[src/rtl/multi_cycle_control_unit.sv]
// Multi-cycle control FSM for the 16-bit RF+ALU datapath: fetch/decode/exec/mem/write-back sequencing.
// Outputs are decoded combinationally from the registered state, Instr and Mem_Ready (no output register).
// FETCH and MEM stall while Mem_Ready is low; optional conditional branches under `CTRL_BRANCH_EN.
module multi_cycle_control_unit (
    input  logic        clk,
    input  logic        rst,
    input  logic [15:0] Instr,
    input  logic [3:0]  NZVC,
    input  logic        Mem_Ready,
    output logic        Mem_Req,
    output logic        Mem_Write,
    output logic        IorD,
    output logic        IR_CE,
    output logic        PC_Write_en,
    output logic        RF_Write_en,
    output logic        ALUOut_CE,
    output logic        ALU_A_Sel,
    output logic        ALU_Control,
    output logic        MemtoReg,
    output logic [1:0]  ALU_B_Sel,
    output logic [1:0]  Imm_Sel,
    output logic [2:0]  Rd_to_RF,
    output logic [2:0]  Rm_Rd_to_RF,
    output logic [2:0]  Rn_to_RF,
    output logic [2:0]  State
);

    typedef enum logic [2:0] {
        S_FETCH  = 3'd0,
        S_DECODE = 3'd1,
        S_EXEC   = 3'd2,
        S_WB     = 3'd3,
        S_MEM    = 3'd4,
        S_LDWB   = 3'd5,
        S_BRANCH = 3'd6,
        S_HALT   = 3'd7
    } state_t;

    state_t     state;
    logic [4:0] opcode;
    logic       is_alu, is_reg_form, is_sub, is_addi8, is_ldr, is_str, is_br, is_halt;

    assign opcode      = Instr[15:11];
    assign is_alu      = (opcode <= 5'b00100);
    assign is_reg_form = (opcode == 5'b00000) || (opcode == 5'b00001);
    assign is_sub      = (opcode == 5'b00001) || (opcode == 5'b00011);
    assign is_addi8    = (opcode == 5'b00100);
    assign is_ldr      = (opcode == 5'b01000);
    assign is_str      = (opcode == 5'b01001);
    assign is_halt     = (opcode == 5'b11111);

`ifdef CTRL_BRANCH_EN
    logic [3:0] flags;
    logic       br_taken;

    assign is_br = (opcode == 5'b10000);

    // Condition evaluation on the stored flags: [3]=N [2]=Z [1]=V [0]=C
    always_comb begin
        case (Instr[10:8])
            3'b000:  br_taken = 1'b1;
            3'b001:  br_taken = flags[2];
            3'b010:  br_taken = ~flags[2];
            3'b011:  br_taken = flags[3];
            3'b100:  br_taken = ~flags[3];
            3'b101:  br_taken = flags[0];
            3'b110:  br_taken = ~flags[0];
            default: br_taken = flags[1];
        endcase
    end

    // Flags are captured only at the end of EXEC of an ALU op, so loads/stores leave them intact
    always_ff @(posedge clk or posedge rst) begin
        if (rst)
            flags <= 4'b0000;
        else if (state == S_EXEC && is_alu)
            flags <= NZVC;
    end

    logic unused_bits;
    assign unused_bits = ^Instr[1:0];
`else
    assign is_br = 1'b0;

    logic unused_bits;
    assign unused_bits = ^{Instr[1:0], NZVC, is_br};
`endif

    // Next-state sequencing; memory states hold until Mem_Ready is seen
    always_ff @(posedge clk or posedge rst) begin
        if (rst) begin
            state <= S_FETCH;
        end else begin
            case (state)
                S_FETCH:  if (Mem_Ready) state <= S_DECODE;
                S_DECODE: begin
`ifdef CTRL_BRANCH_EN
                    if (is_br)                        state <= S_BRANCH;
                    else
`endif
                    if (is_halt)                      state <= S_HALT;
                    else if (is_alu || is_ldr || is_str) state <= S_EXEC;
                    else                              state <= S_FETCH;
                end
                S_EXEC:   state <= (is_ldr || is_str) ? S_MEM : S_WB;
                S_WB:     state <= S_FETCH;
                S_MEM:    if (Mem_Ready) state <= is_ldr ? S_LDWB : S_FETCH;
                S_LDWB:   state <= S_FETCH;
                S_HALT:   state <= S_HALT;
                default:  state <= S_FETCH;
            endcase
        end
    end

    // Datapath controls decoded from state; reset forces every output to its idle value at once
    always_comb begin
        Mem_Req     = 1'b0;
        Mem_Write   = 1'b0;
        IorD        = 1'b0;
        IR_CE       = 1'b0;
        PC_Write_en = 1'b0;
        RF_Write_en = 1'b0;
        ALUOut_CE   = 1'b0;
        ALU_A_Sel   = 1'b0;
        ALU_Control = 1'b0;
        MemtoReg    = 1'b0;
        ALU_B_Sel   = 2'b00;
        Imm_Sel     = 2'b00;
        Rd_to_RF    = 3'b000;
        Rm_Rd_to_RF = 3'b000;
        Rn_to_RF    = 3'b000;
        if (!rst) begin
            if (state != S_FETCH && state != S_HALT) begin
                Rd_to_RF    = Instr[10:8];
                Rm_Rd_to_RF = is_addi8 ? Instr[10:8] : Instr[7:5];
                Rn_to_RF    = is_str ? Instr[10:8] : Instr[4:2];
            end
            case (state)
                S_FETCH: begin
                    Mem_Req   = 1'b1;
                    ALU_B_Sel = 2'b11;
                    if (Mem_Ready) begin
                        IR_CE       = 1'b1;
                        PC_Write_en = 1'b1;
                    end
                end
                S_EXEC: begin
                    ALU_A_Sel   = 1'b1;
                    ALUOut_CE   = 1'b1;
                    ALU_B_Sel   = is_reg_form ? 2'b00 : 2'b01;
                    Imm_Sel     = is_addi8 ? 2'b01 : 2'b00;
                    ALU_Control = is_sub;
                end
                S_WB: RF_Write_en = 1'b1;
                S_MEM: begin
                    Mem_Req   = 1'b1;
                    IorD      = 1'b1;
                    Mem_Write = is_str;
                end
                S_LDWB: begin
                    RF_Write_en = 1'b1;
                    MemtoReg    = 1'b1;
                end
`ifdef CTRL_BRANCH_EN
                S_BRANCH: if (br_taken) begin
                    ALU_B_Sel   = 2'b01;
                    Imm_Sel     = 2'b01;
                    PC_Write_en = 1'b1;
                end
`endif
                default: ;
            endcase
        end
    end

    assign State = state;

endmodule

[config.mk]
export PLATFORM = sky130hd
export DESIGN_NAME = multi_cycle_control_unit
export DESIGN_NICKNAME = d
export VERILOG_FILES = /design/src/rtl/multi_cycle_control_unit.sv
export SDC_FILE = /design/constraint.sdc
export NUM_CORES = 1
export LEC_CHECK = 0
export ABC_AREA = 1
export CORE_MARGIN = 3
export CORE_UTILIZATION = 35
export CTS_BUF_LIST = sky130_fd_sc_hd__clkbuf_4
export DETAILED_ROUTE_END_ITERATION = 7
export GPL_TIMING_DRIVEN = 1
export HOLD_SLACK_MARGIN = 0.15
export PLACE_DENSITY_LB_ADDON = 0.15
export SLEW_MARGIN = 20
export SYNTH_ARGS = -nofsm -noshare
export SYNTH_HDL_FRONTEND = slang
export SYNTH_SLANG_ARGS = --single-unit
[constraint.sdc]
create_clock -name clk -period 1.9 [get_ports clk]
set_input_delay 0.19 -clock clk [delete_from_list [all_inputs] [get_ports clk]]
set_output_delay 0.19 -clock clk [all_outputs]
set_load 0.1 [all_outputs]
==> results of run 1 <==
[cell usage after synthesis]
cell type  instances  area, um2
a21oi_2            1       8.76
dfrtp_1            3       75.1
and2_1             1       6.26
conb_1             1       3.75
a211oi_1           1       7.51
o21ai_0            1       5.00
buf_4              3       22.5
inv_2              1       3.75
buf_2              1       5.00
nor2_4             2       22.5
nand2_4            2       22.5
nand3_2            2       20.0
nor2_1            23       86.3
nand2_2            2       12.5
nor2_8             1       20.0
nor2_2             1       6.26
buf_6              1       11.3
a41oi_1            1       8.76
inv_1             19       71.3
nand2_1           22       82.6
nor3_1             3       15.0
nand3_1            4       20.0
o21ai_1            5       25.0
a21oi_1            5       25.0
[metrics by stage]
stage	TNS (ns)	worst slack [ns]	area, um2	hold WS (ns)	std cells
CTS	0	0.00437	1500	0.268	171
detailed placement	-0.0384	-0.0275	1450	0.506	166
global placement	0	0.0865	1450	0.489	166
floorplan	-4.04	-0.494	798	0.217	106
[repair_timing]
action | CTS
setup buffers | 1
pin swaps | 1
setup endpoints to repair | 4
gates resized for setup | 5
gates cloned | 0
[logic make-up after synthesis]
kind of cell / Yosys count / synth area share [%]
and+or+nand+nor: 63 / 53.5
buffers and inverters: 25 / 19.4
AOI/OAI and AO/OA: 14 / 13.6
DFF: 3 / 12.8
other: 1 / 0.639
==> flow_summary.json, run 1 <==
{
  "clockBufferDepth": 2,
  "die_w_um": 46.9,
  "clkSinkCount": 3,
  "syn_inst": 106,
  "lastStage": "global routing (5_1_grt)",
  "ioPinCount": 49,
  "die_h_um": 46.9,
  "h-tree-depth": 1,
  "grt-worst-endpoint": "Mem_Write",
  "avgSynthCellArea_um2": 5.54,
  "synth_cell_types": 24,
  "initial_core_util_pct": 38.1,
  "hpwl_um": 2440,
  "synth_nets": 129,
  "ys_warn_count": 0,
  "error": "[ERROR DPL-0038] Utilization greater than 100%, impossible to legalize",
  "cts_hold_buf": 0,
  "cts-buffers-inserted": 3,
  "netlist_area_um2": 587,
  "grt_max_degree": 10,
  "yosys_register_bits": 3,
  "cts_root_buffer": "clkbuf_4",
  "gp_congestion": 0.805,
  "yosysSeqAreaShare_pct": 12.8,
  "rows": 14,
  "status": "did not finish",
  "numPortBuffers": 41,
  "worst_path_end_type": "top-level output"
}
==> run 2, diff against run 1 <==
- CORE_AREA: unset -> 3 3 64 66
- CORE_MARGIN: 3 -> unset
- CORE_UTILIZATION: 35 -> unset
- CTS_BUF_LIST: sky130_fd_sc_hd__clkbuf_4 -> unset
- DIE_AREA: unset -> 0 0 67 69
- HOLD_SLACK_MARGIN: 0.15 -> unset
==> run 2 against run 1 <==
The run now ends clean. Synthesized cell count did not move. Area after synthesis unchanged.
==> flow_summary.json, run 2 <==
{
  "worstSetupEndpointType": "output pin",
  "hold_class": "primary input to flop",
  "grt_max_degree": 10,
  "h-tree-depth": 1,
  "routed_wl_um": 2050,
  "max_freq_mhz": 557,
  "cts_root_buffer": "clkbuf_8",
  "switchingPower_mw": 1.33,
  "fillers": 375,
  "dp_slack_ns": -0.0170,
  "synth_top_cell_by_area": "nor2_1",
  "initial_core_util_pct": 16.2,
  "synth_edf_count": 0,
  "fin_skew_ns": 0.00311,
  "synth_nets": 129,
  "numPortBuffers": 41,
  "power_frac_seq_pct": 7.3,
  "first_pass_iters": 3,
  "syn_inst": 106,
  "pwr-share-comb_pct": 84.0,
  "detail_route.wl_per_cell_um": 10.3,
  "core_area_um2": 3630,
  "hold_viol_final": 0,
  "avgSynthCellArea_um2": 5.54,
  "status": "finished clean",
  "via_per_inst": 3.91,
  "mostFrequentLayoutCell": "buf_12",
  "drc_errors": 0,
  "clkTransAtPathRegs_ns": 0.03,
  "drt_iter0_drc": 15,
  "cp.arrival_ns": 1.61,
  "cp_slowest_cell": "dfrtp_4",
  "gp_congestion": 0.755,
  "synth_compound_area_share_pct": 13.6,
  "synth_top_family_by_area": "simple AND/OR/NAND/NOR gates",
  "synth-simple-area-share_pct": 53.5,
  "antenna_found_initial": 0,
  "rr_startpoint": "State[1]$_DFFE_PP0P_",
  "period_share_pct": 94.6,
  "insertion_delay_ns": 0.21,
  "internal_power_uw": 802,
  "clkSinkCount": 3,
  "synth_xor_xnor_area_share_pct": 0,
  "setup_viol": 0,
  "synth_top_area_share_pct": 14.7,
  "n_antenna_cell": 0,
  "startpoint": "State[2]$_DFFE_PP0P_",
  "grtUsageTotal_pct": 9.55,
  "maxSlewViolCount": 0,
  "grt-ovfl-total": 0,
  "post_cts_buffers": 0,
  "r2r_cells": 7,
  "cts-buffers-inserted": 3,
  "synthFlopType": "dfrtp_1",
  "final_cell_mix": "22 x buf_12, 19 x nand2_1, 16 x inv_1, 15 x clkdlybuf4s50_1, 14 x nor2_1",
  "synthMuxAreaShare_pct": 0,
  "die_h_um": 69,
  "fin_crit_ns": 1.80,
  "critical-path-max-stage-delay_ns": 0.53,
  "vias": 782,
  "ant_nets": 0,
  "critPathMaxFanout": 9,
  "p_per_area_nw_per_um2": 1400,
  "areaGrowthSynthToFinish_pct": 159,
  "die_area_um2": 4620,
  "ys_warn_count": 0,
  "ioPinCount": 49,
  "clockBufferDepth": 2,
  "die_w_um": 67,
  "leakagePower_nw": 0.637,
  "hpwl_um": 1820,
  "yosysSeqAreaShare_pct": 12.8,
  "r2r-end": "State[0]$_DFFE_PP0P_",
  "synth_cell_types": 24,
  "vdd_drop_max_mv": 1.02,
  "crit_type": "flop to output pin",
  "grt_pass1_wl_um": 3590,
  "rows": 22,
  "drive_gt1_share_pct": 50.7,
  "yosys-top-cells-area": "nor2_1 15%, nand2_1 14%, dfrtp_1 13%, inv_1 12%, a21oi_1 4.3%",
  "path_cells": "nand3_2 > nand2_4 > nor2_8 > o21ai_2 > a21oi_4 > buf_12",
  "synth_fa_ha_area_share_pct": 0,
  "synthMostInstantiatedCell": "nor2_1",
  "required_ns": 1.71,
  "synthArstFlopShare_pct": 100,
  "yosys_register_bits": 3,
  "start_kind": "flop",
  "maxCapViolCount": 0,
  "cp-endpoint": "Rm_Rd_to_RF[2]",
  "tritoncts": "built",
  "grt_pass1_vias": 816,
  "switching_share_pct": 62.3,
  "p_clk_share_pct": 8.7,
  "layout.nets": 176,
  "synth_common_cells": "23 x nor2_1, 22 x nand2_1, 19 x inv_1",
  "netlist_area_um2": 587,
  "largest_reg_flops": 3,
  "r2r_slack_ns": 0.55,
  "rsz0062_at_grt": "no",
  "fin_ws_ns": 0.103,
  "fin_util_pct": 41.9
}
-- run 2: cell counts after synthesis --
No cell type changed its count.
-- run 2: metrics by stage --
step / power [mW] / hold WS (ns) / setup TNS (ns) / std cells / cell area, um2
final: 2.13 / 0.535 / 0 / 200 / 1520
after global routing: 2.23 / 0.590 / 0 / 200 / 1520
after CTS: 2.15 / 0.606 / 0 / 200 / 1520
after detailed placement: 1.96 / 0.737 / -0.0170 / 196 / 1480
after global placement: 1.95 / 0.740 / -0.00194 / 196 / 1480
after floorplan: 1.44 / 0.217 / -4.04 / 106 / 798
-- run 2: cell type report --
type	count	area, um2	share of cell area [%]
clock buffer	4	45.0	2.96
inverter	20	77.6	5.09
multi-input combinational	78	583	38.3
sequential	3	86.3	5.67
tap	48	60.1	3.94
timing repair buffer	47	671	44.0
-- run 2: metal layers --
layer  wire, um  part of all wire [%]  GRT usage [%]  vias up
met5          0                     0              0        -
met4          0                     0           3.15        0
met3        157                   7.7           1.95        0
met2       1070                    52           16.5       23
met1        819                    40           11.5      348
li1           -                     -              -      411
-- run 2: cell families after synthesis --
group	Yosys count
flops	3
buf+inv	25
simple gates	63
compound gates	14
other cells	1
-- run 2: repair_timing --
item                                    4_1_cts  5_1_grt
endpoints found under the setup margin        1        2
pin swaps                                     0        0
resized for setup                             1        1
hold buffers                                  0        0
endpoints found under the hold margin         0        0
gates cloned                                  0        0
-- run 2: power by group through the flow --
stage / clock network [mW] / logic (mW) / registers, mW
finish: 0.184 / 1.79 / 0.156
CTS: 0.189 / 1.80 / 0.157
global route: 0.202 / 1.87 / 0.161
detailed placement: 0 / 1.80 / 0.156
floorplan: 0 / 1.13 / 0.308
global placement: 0 / 1.80 / 0.155
-- run 2: worst max-delay path: cells and delay by family (launching register included) --
kind / cells / cell delay, ns
AOI/OAI and AO/OA: 2 / 0.26
buffers and inverters: 1 / 0.19
DFF: 1 / 0.53
and+or+nand+nor: 3 / 0.41
-- run 2: how the worst min path moves through the flow --
stage / cells past startpoint / startpoint / end
3_3_place_gp: 3 / State[2]$_DFFE_PP0P_ / State[1]$_DFFE_PP0P_
4_1_cts: 3 / rst / State[2]$_DFFE_PP0P_
5_1_grt: 6 / Instr[14] / State[1]$_DFFE_PP0P_
3_5_place_dp: 3 / State[2]$_DFFE_PP0P_ / State[1]$_DFFE_PP0P_
6_report: 6 / Instr[14] / State[1]$_DFFE_PP0P_
2_1_floorplan: 2 / rst / State[0]$_DFFE_PP0P_
Power figures use the tool's default switching activity.
==> run 3, diff against run 2 <==
- clock period: 1.9 -> 1.65 ns (I/O delays scaled with it)
==> run 3 against run 2 <==
Critical endpoint unchanged. The flow now finishes with violations (setup timing). Wire length up 8.4%. Die area unchanged. Sequential share of layout area down 0.64 points. First-iteration DRC count up 6.7%.
==> flow_summary.json, run 3 (synthesis results as in run 2) <==
{
  "vdd_drop_max_mv": 1.10,
  "gp_congestion": 0.738,
  "rr_startpoint": "State[1]$_DFFE_PP0P_",
  "initial_core_util_pct": 16.2,
  "dpl.cell_count": 206,
  "cts_root_buffer": "clkbuf_8",
  "final_area_um2": 1720,
  "final_cells": 215,
  "die_h_um": 69,
  "place_area_um2": 1590,
  "dp_slack_ns": -0.159,
  "rows": 22,
  "clkSinkCount": 3,
  "cts_hold_buf": 0,
  "maxCapViolCount": 0,
  "required_ns": 1.48,
  "largest_reg_flops": 3,
  "h-tree-depth": 1,
  "cts-buffers-inserted": 3,
  "areaGrowthSynthToFinish_pct": 193,
  "grt-ovfl-total": 0,
  "period_share_pct": 102,
  "core_area_um2": 3630,
  "violations": "setup timing",
  "startpoint": "State[0]$_DFFE_PP0P_",
  "insertion_delay_ns": 0.21,
  "p_per_area_nw_per_um2": 1540,
  "critPathMaxFanout": 7,
  "grt_pass1_wl_um": 3740,
  "mostFrequentLayoutCell": "buf_12",
  "detail_route.wl_per_cell_um": 10.3,
  "p_total_mw": 2.65,
  "leakagePower_nw": 0.738,
  "setup_viol": 6,
  "ant_nets": 0,
  "fin_util_pct": 47.2,
  "hold_viol_final": 0,
  "grtUsageTotal_pct": 9.85,
  "fin_ws_ns": -0.0268,
  "via_per_inst": 3.92,
  "fin_crit_ns": 1.68,
  "tns_ns": -0.104,
  "final_cell_mix": "25 x buf_12, 18 x nand2_1, 18 x buf_4, 14 x inv_1",
  "drt_iter0_drc": 16,
  "hpwl_um": 1910,
  "maxSlewViolCount": 0,
  "hold_class": "primary input to asynchronous set/reset pin",
  "clkTransAtPathRegs_ns": 0.03,
  "worstSetupEndpointType": "output pin",
  "grt_pass1_vias": 851,
  "die_w_um": 67,
  "ioPinCount": 49,
  "crit_type": "flop to output pin",
  "antenna_found_initial": 0,
  "layout.nets": 191,
  "n_antenna_cell": 0,
  "status": "complete, but fails checks",
  "cp.arrival_ns": 1.51,
  "rsz0062_at_grt": "yes",
  "whs_ns": 0.344,
  "grt_max_degree": 8,
  "max_freq_mhz": 596,
  "clockBufferDepth": 2,
  "drive_gt1_share_pct": 58.1,
  "cp_slowest_cell": "dfrtp_4",
  "cp_top_family": "flip-flops",
  "fin_skew_ns": 0.0000712,
  "path_cells": "nand3_4 > nand2_4 > nor2_8 > o21ai_2 > a21oi_4 > buf_12",
  "cp_num_buf_inv": 1,
  "routed_wl_um": 2220,
  "drc_errors": 0,
  "first_pass_iters": 3,
  "start_kind": "flop",
  "vias": 842,
  "fillers": 357,
  "numPortBuffers": 41,
  "critical-path-max-stage-delay_ns": 0.51,
  "tritoncts": "built",
  "die_area_um2": 4620
}
-- run 3: power breakdown --
part,switching (mW),internal [mW]
registers,0.0655,0.118
clock network,0.0455,0.165
logic,1.48,0.775
-- run 3: layout make-up --
cell class	instances	area (um2)	area share [%]
multi-input combinational	78	611	35.6
sequential	3	86.3	5.03
tap	48	60.1	3.50
inverter	20	82.6	4.81
clock buffer	4	45.0	2.62
timing repair buffer	62	832	48.5
-- run 3: worst reg2reg max path: stages, from the launching register on --
cell	delay (ns)
dfrtp_4	0.51
inv_6	0.10
nand2_1	0.13
nor2_1	0.17
nand2_1	0.07
nand2_1	0.08
nor2_1	0.05
nor2_1	0.13
-- run 3: final timing paths --
| path | endpoint | slack (ns) | depth (start not counted) |
|---|---|---|---|
| setup / recovery | Rm_Rd_to_RF[2] | -0.03 | 6 |
| hold reg to reg | State[2]$_DFFE_PP0P_ | 0.82 | 4 |
| setup reg to reg | State[0]$_DFFE_PP0P_ | 0.33 | 7 |
| max in group asynchronous | State[1]$_DFFE_PP0P_ | 1.20 | 3 |
| min in group clk | State[1]$_DFFE_PP0P_ | 0.53 | 7 |
| hold / removal | State[2]$_DFFE_PP0P_ | 0.34 | 3 |
-- run 3: layer usage --
metal	vias to the layer above	GRT usage (%)	share of wire, %
met4	0	2.03	0
met5	-	0	0
met3	0	1.30	5.4
li1	439	-	-
met2	23	18.1	56
met1	380	11.7	39
-- run 3: repair_timing --
item / CTS / global route
endpoints found under the setup margin: 14 / 19
setup buffers: 3 / 2
pin swaps: 6 / 3
resized for setup: 15 / 3
==> RTL change, RTL diff (config.mk and constraints of run 3) <==
Add a define of `CTRL_BRANCH_EN`.
--- a/src/rtl/multi_cycle_control_unit.sv
+++ b/src/rtl/multi_cycle_control_unit.sv
@@ -2,4 +2,6 @@
 // Outputs are decoded combinationally from the registered state, Instr and Mem_Ready (no output register).
 // FETCH and MEM stall while Mem_Ready is low; optional conditional branches under `CTRL_BRANCH_EN.
+`define CTRL_BRANCH_EN
+
 module multi_cycle_control_unit (
     input  logic        clk,
Behaviour: not the same (a bounded check fails within 4 cycles, from zero or initial values and one cycle with rst high).
==> RTL change against run 3 <==
  * Design area up 33%
  * Synthesized area is 38% higher
  * Setup slack got worse by 0.098 ns
  * Wire length increased by 43%
  * Utilization grew 15 points
  * Sequential cell count is 4 higher
  * Register-to-register slack worse by 0.31 ns
  * Clock power rose by 12%
  * The flow still finishes with violations (negative setup slack)
  * Largest cell class unchanged
  * Total power is 15% higher
  * Critical path type unchanged
==> RTL change: results (changes against run 3) <==
Drt
  – Post-DR vias/cell: 4.333 (+11%)
  – Metal1 wirelength: 1198 um (+38%)
  – TritonRoute pass-1 iters: 4 (+1)
  – Drt initial violations: 19 (+3)
  – Top Metal Used: met4
  – Met2 WL: 1743 um (+41%)

Worst setup path
  – CP arrival: 1.61 ns (+0.10 ns)
  – R2r setup slk: 0.02 ns (-0.31 ns)
  – Worst reg2reg path depth: 8 (+1)
  – Reg-to-reg critical path startpoint: State[2]
  – Crit path capture: Rn_to_RF[1]

Clock network
  – # Post-CTS Setup Buffers: 7 (+4)
  – CTS resizes: 21 (+6)

Placed design
  – Placed cell areas: 0.002044 sq mm (+29%)
  – Final HPWL DP: 2649 um (+39%)
  – GP Congestion: 0.7856 (+6.5%)
  – I/O Buffers: 45 (+9.8%)
  – Post-Place Worst Slack: -0.1585 ns (+0.00002600 ns)

Yosys
  – Net count after synthesis: 165 (+28%)
  – Synth top area cells: dfrtp_1 (22%), nand2_1 (16%), inv_1 (13%), nor2_1 (8.3%), a21oi_1 (5.6%)
  – Register area share after synthesis: 21.64% (+8.8 points)
  – Synth cell count leaders: nand2_1 (35), inv_1 (27), nor2_1 (18)

Timing
  – Hold slack: 0.1653 ns (-0.1783 ns)
  – Clock Skews: 0.004453 ns (+0.004382 ns)
  – Final Setup Violations: 17 (+11)
  – Fin worst setup slack: -0.1252 ns (-0.09838 ns)

Finish
  – Post-Layout Cell Count: 279 (+30%)
  – Fill cell count: 305 (-15%)
  – Nets: 255 (+34%)

Global route
  – GR Layer Usage met3: 3.583% (+2.3 points)
  – First-pass GRT wire length: 5313 um (+42%)
  – Tot GR Track Use: 14.32% (+4.5 points)
  – Grt met2 use: 26.31% (+8.2 points)
  – GR Layer Usage met1: 16.53% (+4.8 points)

Pwr
  – Static leakage: 1.061 nW (+44%)
  – Max VDD drop: 0.8585 mV (-22%)

Run status
  – Status: finished, violations left
  – Failing checks: negative setup slack
==> RTL change: worst max-delay path, stage by stage (launching register included) <==
cell and delay (ns):
dfrtp_4 0.50, nand3_2 0.12, inv_2 0.06, nor3_4 0.11, buf_6 0.18, o21ai_4 0.07
a21oi_4 0.15, buf_12 0.19
==> RTL change: kinds of logic after synthesis <==
group | count (synthesis)
AO/OA/AOI/OAI | 25
buffers and inverters | 34
flip-flops | 7
other | 1
AND/OR/NAND/NOR | 75
==> RTL change: where the power goes <==
group	total, mW	switching, mW	internal, mW
sequential	0.329	0.0763	0.253
clock	0.235	0.0686	0.167
combinational	2.47	1.51	0.957
==> RTL change: cell type report <==
| class | instances | area [sq um] | share of cell area [%] |
|---|---|---|---|
| multi-input cells | 101 | 793.3 | 34.80 |
| well taps | 48 | 60.06 | 2.634 |
| clock buffers | 4 | 45.04 | 1.976 |
| flip-flops and latches | 7 | 186.4 | 8.178 |
| repair buffers | 89 | 1062 | 46.60 |
| inverters | 30 | 132.6 | 5.818 |
